File: src/rtl/imem_loader.sv
// imem_loader: writer side of the instruction memory.
// Collects a byte stream over a valid/ready handshake and packs it into
// big-endian 32-bit words. Each word is written to consecutive word-aligned
// addresses starting at byte address 0. The CPU is held in reset until the
// end-of-program sentinel word has been written. Every output is registered.
module imem_loader #(
    parameter int          ADDR_W   = 13,
    parameter logic [31:0] END_WORD = 32'hFFFF_FFFF
) (
    input  logic              clk,
    input  logic              rst_n,
    input  logic              start,
    input  logic              byte_valid,
    input  logic [7:0]        byte_data,
    output logic              byte_ready,
    output logic              mem_we,
    output logic [31:0]       mem_waddr,
    output logic [31:0]       mem_wdata,
    output logic              cpu_hold,
    output logic              done,
    output logic              overflow_err,
    output logic [ADDR_W:0]   word_count
);

    localparam logic [2:0] S_IDLE  = 3'd0;
    localparam logic [2:0] S_LOAD  = 3'd1;
    localparam logic [2:0] S_WRITE = 3'd2;
    localparam logic [2:0] S_DONE  = 3'd3;
    localparam logic [2:0] S_ERR   = 3'd4;

    localparam int                PAD_W    = 30 - ADDR_W;
    localparam logic [ADDR_W-1:0] LAST_IDX = '1;
    localparam logic [ADDR_W-1:0] IDX_ONE  = {{(ADDR_W-1){1'b0}}, 1'b1};
    localparam logic [ADDR_W:0]   CNT_ONE  = {{ADDR_W{1'b0}}, 1'b1};

    logic [2:0]        state;
    logic [ADDR_W-1:0] word_idx;
    logic [1:0]        byte_idx;
    logic [23:0]       shift_q;
    logic              byte_accept;

    // A byte moves only when both sides agree in the same cycle.
    assign byte_accept = byte_valid & byte_ready;

    // Load sequencer: byte assembly, write strobe generation and status flags.
    always_ff @(posedge clk) begin
        if (!rst_n) begin
            state        <= S_IDLE;
            word_idx     <= '0;
            byte_idx     <= '0;
            shift_q      <= '0;
            byte_ready   <= 1'b0;
            mem_we       <= 1'b0;
            mem_waddr    <= '0;
            mem_wdata    <= '0;
            cpu_hold     <= 1'b1;
            done         <= 1'b0;
            overflow_err <= 1'b0;
            word_count   <= '0;
        end else begin
            mem_we <= 1'b0;
            case (state)
                S_IDLE, S_DONE, S_ERR: begin
                    if (start) begin
                        state        <= S_LOAD;
                        byte_ready   <= 1'b1;
                        cpu_hold     <= 1'b1;
                        done         <= 1'b0;
                        overflow_err <= 1'b0;
                        word_idx     <= '0;
                        byte_idx     <= '0;
                        word_count   <= '0;
                    end
                end
                S_LOAD: begin
                    if (byte_accept) begin
                        shift_q  <= {shift_q[15:0], byte_data};
                        byte_idx <= byte_idx + 2'd1;
                        if (byte_idx == 2'd3) begin
                            state      <= S_WRITE;
                            byte_ready <= 1'b0;
                            mem_we     <= 1'b1;
                            mem_waddr  <= {{PAD_W{1'b0}}, word_idx, 2'b00};
                            mem_wdata  <= {shift_q, byte_data};
                            word_count <= word_count + CNT_ONE;
                        end
                    end
                end
                S_WRITE: begin
                    if (mem_wdata == END_WORD) begin
                        state    <= S_DONE;
                        done     <= 1'b1;
                        cpu_hold <= 1'b0;
                    end else if (word_idx == LAST_IDX) begin
                        state        <= S_ERR;
                        overflow_err <= 1'b1;
                    end else begin
                        state      <= S_LOAD;
                        word_idx   <= word_idx + IDX_ONE;
                        byte_idx   <= '0;
                        byte_ready <= 1'b1;
                    end
                end
                default: begin
                    state      <= S_IDLE;
                    byte_ready <= 1'b0;
                    cpu_hold   <= 1'b1;
                end
            endcase
        end
    end

endmodule

File: config.mk
export PLATFORM = sky130hd
export DESIGN_NAME = imem_loader
export DESIGN_NICKNAME = d
export VERILOG_FILES = /design/src/rtl/imem_loader.sv
export SDC_FILE = /design/constraint.sdc
export NUM_CORES = 1
export LEC_CHECK = 0
export BUFFER_PORTS_ARGS = -buffer_cell sky130_fd_sc_hd__clkbuf_2
export CAP_MARGIN = 5
export CORE_ASPECT_RATIO = 1.25
export CORE_UTILIZATION = 57
export CTS_BUF_LIST = sky130_fd_sc_hd__clkbuf_4 sky130_fd_sc_hd__clkbuf_8
export CTS_CLUSTER_DIAMETER = 30
export DETAILED_ROUTE_END_ITERATION = 8
export PLACE_DENSITY = 0.83
export SLEW_MARGIN = 20
export SYNTH_ARGS = -nofsm -noshare
export SYNTH_HDL_FRONTEND = slang
export SYNTH_SLANG_ARGS = --single-unit
File: constraint.sdc
create_clock -name clk -period 2 [get_ports clk]
set_input_delay 0.4 -clock clk [delete_from_list [all_inputs] [get_ports clk]]
set_output_delay 0.4 -clock clk [all_outputs]
set_load 0.005 [all_outputs]
Yosys cells after proc, flatten, opt, wreduce, memory -nomap -nowiden
Index checks and enable logic that the tools add are counted.
{ "word_totals": {"register_bits": 106, "latchBits": 0, "mem_bits_rw": 0, "romBits": 0, "output_inout_bits": 83, "elab_cells": 81, "mem_count": 0} }
{ "op_classes": {"addsub": 3, "multipliers": 0, "div_mod_pow": 0, "order_cmp": 0, "eq_ne": 14, "n_shift": 0, "mux": 34, "n_bitwise": 2, "n_reduce_logical": 16} }
{ "ops": {"columns": ["cell", "n"], "rows": [
  ["$mux W14", 3],
  ["$mux W13", 3],
  ["$eq A32 B32 Y1 const B", 1],
  ["$pmux W14 S2", 1],
  ["$pmux W13 S2", 1],
  ["$mux W3", 5],
  ["$reduce_and A3 Y1", 5],
  ["$add A14 B1 Y14 const B", 1],
  ["$ne A2 B2 Y1 const B", 7],
  ["$add A13 B1 Y13 const B", 1],
  ["$eq A13 B13 Y1 const B", 1],
  ["$reduce_and A4 Y1", 3],
  ["$mux W1", 11],
  ["$reduce_and A5 Y1", 2],
  ["$pmux W3 S3", 1],
  ["$mux W2", 4],
  ["$eq A3 B2 Y1 const B", 2],
  ["$pmux W1 S3", 2],
  ["$pmux W2 S3", 1],
  ["$pmux W1 S2", 2],
  ["$reduce_bool A2 Y1", 2],
  ["$eq A3 B1 Y1 const B", 1],
  ["$eq A3 B3 Y1 const B", 1],
  ["$logic_not A3 Y1", 1],
  ["other kinds (7)", 7]
]} }

Depth between registers and ports, before layout
{ "logic_depth": {"depth_word": 4, "depth_mapped": 7, "ltp_nobuf": 6} }

Least setup slack after synthesis
No wires, ideal clock.
{ "synth_path": {"kind": "register -> register", "start": "register word_idx[0]", "end": "register byte_idx[1]", "arrival_ps": 1694, "setup_slack_ps": 180, "stages_incl_launch_ff": 7, "period_less_slack_ps": 1820, "cell_sequence": "dfxtp_1 -> ha_1 -> nand4_1 -> or4_4 -> a221o_1 -> a22oi_1 -> a31oi_1"} }
{ "synth_between": {"elab_chain_cells": 3} }
{ "synth_lines": {"columns": ["item", "line", "rtl"], "rows": [
  ["start: declaration", "37", "logic [ADDR_W-1:0] word_idx;"],
  ["start signal: assignment", "99", "word_idx <= word_idx + IDX_ONE;"],
  ["$eq A13 B13 Y1", "94", "end else if (word_idx == LAST_IDX) begin"],
  ["$ne A2 B2 Y1 (no line)", null, null],
  ["$reduce_and A5 Y1 (no line)", null, null],
  ["end signal: assignment", "78", "byte_idx <= byte_idx + 2'd1;"],
  ["end: declaration", "38", "logic [1:0] byte_idx;"]
]} }
Every way passes these cells.
A chain may end at the register's enable or synchronous reset.

Final worst setup path
{ "layout_path": {"start": "register word_idx[1]", "end": "register byte_idx[1]"} }
The elaborated chain is that of the path after synthesis.

==> results.md <==
- Max layer used: met4
- Final Max Slew Viols: 0
- Worst Setup End Kind: flip-flop
- Sw Ratio: 22.9%
- Share of flip-flops with an asynchronous set or reset: 0%
- Max IR drop VDD: 0.576 mV
- TritonCTS clock tree: yes
- Wirelength per Cell: 14.7 um
- Slew headroom: 61.7%
- Least-Margin Pin Slew: 574 ps
- Worst R2R Setup Slack: 60 ps
- Die area: 8390 um2
- Crit path max fanout: 5
- Worst hold stages: 3
- Iteration-0 DRC Markers: 279
- Clock power share: 36.4%
- R2R Path Start: word_idx[1]
- Startpoint types: flip-flop
- Ports: 95
- Via count: 4,333
- Met1 Wirelength: 4590 um
- Crit share post-route: 96.8%
- F_max: 517 MHz
- Initial Util: 58.7%
- Clock Sinks: 106
- Port Buffers: 75
- Pin count of the biggest net entering global routing: 73
- CTS clk-pin slew, worst paths: 90 ps
- Final weighted congestion in routability-driven placement: 0.849
- Worst Hold Launch: byte_data[2]
- Synth Register Bits: 106
- Drt total wl: 11,200 um
- Post-route design area: 5310 um2
- Number of remaining DRC errors: 0
- Clk root buf: clkbuf_8
- Leak: 0.00197 uW
- Antenna viol nets, final: 0
- Inserted Clock Buffers: 9
- Fillers: 656
- Crit-path slowest cell: or4_4
- Cells along the critical path: ha_2, nand4_1, or4_4, a221o_1, a22oi_2, a31oi_1
- Most frequent cells in the layout: 162 x nand2_1, 106 x dfxtp_1, 82 x a21oi_1, 75 x clkbuf_2, 30 x buf_4
- Data required, critical path: 2260 ps
- Initial antenna violation count: 0
- Mean post-synth cell area: 7.94 um2
- Area of the multi-input gates: 2220 um2
- Fin nets: 674
- Final count of negative-setup-slack endpoints: 0
- R2r worst-path depth: 6
- Row cnt: 36
- Placed cell area: 5090 um2
- Reg area: 2120 um2
- Core area: 7790 um2
- Final HPWL from detailed placement: 8000 um
- P_sw: 823 uW
- Mapped Cells: 576
- Yosys warns: 0
- Comb pwr share: 4.4%
- RR Endpoint: byte_idx[1]
- RSZ-0062 raised after global routing: no
- Max Clock Skew: 10.0 ps
- Synth unique cells: 52
- Die H: 102 um
- Sequential element share of the synthesized area: 46.4%
- Total congestion overflow: 0
- Diodes inserted: 0
- CP Class: reg -> reg
- Crit path DAT: 2190 ps
- Setup WS post-layout: 63.9 ps
- H-tree levels: 3
- Fin Setup TNS: 0 ps
- Min-delay worst type: in -> reg
- Synth Flop Type: dfxtp_1
- Vias in the first global route: 3,765
- Internal: 2780 uW
- Final core area utilization: 68.1%
- Final min period: 1940 ps
- Vias per cell: 5.72
- Drt pass-1 iters: 4
- Status: completed
- Reg power frac: 59.2%
- Skew-Pair Late Insertion Delay: 380 ps
- GRT Total Usage: 27.3%
- Chip Width: 82.1 um
- CP max stage delay: 460 ps
- Area delta synth->final: 16.1%
- Pwr dens: 678 nW/um2
- Max Root-Sink Buffers: 2
- Hold Violations, Final: 0
- Post-Synthesis Cell Area: 4570 um2
- MaxCap Viol Count: 0
- Layout cells sized above 1: 21.0%
- WHS Endpoint: mem_wdata[2]
- Metal3 WL: 420 um
- First-pass GRT wire length: 17,500 um
- Most common library cell in the layout ignoring fill and taps: nand2_1
- Metal2 WL: 5890 um
- Post-place setup slack: 29.8 ps
- Hold_buf cts: 0
- EDFF count, synth: 0
-- power by group through the flow --
| stage | clock (uW) | sequential [uW] | combinational, uW |
|---|---|---|---|
| CTS | 1330 | 2130 | 152 |
| detailed placement | 0 | 2180 | 152 |
| global placement | 0 | 2180 | 148 |
| floorplan | 0 | 2170 | 130 |
| global route | 1420 | 2130 | 174 |
| finish | 1310 | 2130 | 157 |
-- what timing repair did --
item	in CTS	in global routing
endpoints found under the hold margin	0	0
setup endpoints to repair	0	14
buffers inserted	0	1
gates resized for setup	0	4
-- synth_stat cells, types with 2 or more instances --
cell type / number / share of area, %
a32oi_1: 2 / 0.38
or4_4: 2 / 0.49
o211ai_1: 6 / 0.99
nand2b_1: 3 / 0.41
or4_1: 2 / 0.33
clkbuf_1: 19 / 1.6
and4_1: 4 / 0.77
and3_1: 5 / 0.68
nor3_1: 6 / 0.66
nor3b_1: 3 / 0.49
o2111ai_1: 3 / 0.57
and2_1: 3 / 0.41
nor2_1: 26 / 2.1
o211ai_2: 4 / 1.1
a21oi_1: 82 / 9.0
xor2_1: 7 / 1.3
nor4_1: 4 / 0.55
o22ai_1: 2 / 0.27
dfxtp_1: 106 / 46
buf_2: 9 / 0.99
nand4b_1: 3 / 0.57
ha_1: 3 / 0.82
nand4_1: 13 / 1.8
buf_4: 23 / 3.8
a31oi_1: 8 / 1.1
o21a_1: 2 / 0.33
o21ai_0: 12 / 1.3
nand3_1: 17 / 1.9
inv_1: 5 / 0.41
nand2_1: 162 / 13
or3_1: 5 / 0.68
o21ai_1: 5 / 0.55
-- worst max-delay path: cells and delay by family (launching register included) --
kind                       cells  cell delay [ps]
DFF                            1              350
AOI/OAI and AO/OA              3              620
and+or+nand+nor                2              620
adders and majority gates      1              220
-- flip-flops by register name (all words and copies together) (netlist names), 2 cells and up --
signal and count:
mem_waddr 13, byte_idx 2, mem_wdata 32, shift_q 24, state 3, word_count 14
word_idx 13
-- worst max path at each step --
stage	startpoint	end	slack, ps	cells after the start
final	word_idx[1]	byte_idx[1]	60	6
after global placement	word_idx[0]	word_idx[3]	100	6
after global routing	byte_idx[1]	word_count[12]	5	7
after CTS	word_idx[0]	word_idx[1]	20	6
after floorplan	word_idx[0]	byte_idx[1]	180	6
after detailed placement	word_idx[0]	word_idx[1]	30	6
-- cells by family after synthesis --
| kind of cell | Yosys count | share of synthesized area [%] |
|---|---|---|
| xor+xnor | 7 | 1.34 |
| other cells | 1 | 0.0820 |
| simple gates | 262 | 25.8 |
| flops | 106 | 46.4 |
| compound gates | 139 | 18.4 |
| fa+ha+maj | 3 | 0.821 |
| buf+inv | 58 | 7.09 |
-- per-stage QoR --
stage               std cells  total power, uW  hold slack, ps
finish                    758             3600             256
global route              758             3730             249
CTS                       757             3610             247
detailed placement        742             2330             448
global placement          742             2330             443
floorplan                 594             2300             432
-- metal layers --
metal / track usage (%) / up-vias
li1: - / 2129
met1: 32.8 / 2062
met2: 46.7 / 121
met3: 4.91 / 21
met4: 12.1 / 0
met5: 0 / -
-- layout make-up --
cell class	count	share of cell area [%]
Multi-Input combinational cell	430	41.7
Sequential cell	106	40.0
Timing Repair Buffer	107	12.1
Clock buffer	11	2.62
Tap cell	95	2.24
Clock inverter	4	0.990
Inverter	5	0.354
Note: power is estimated with default switching activity, not from simulation.
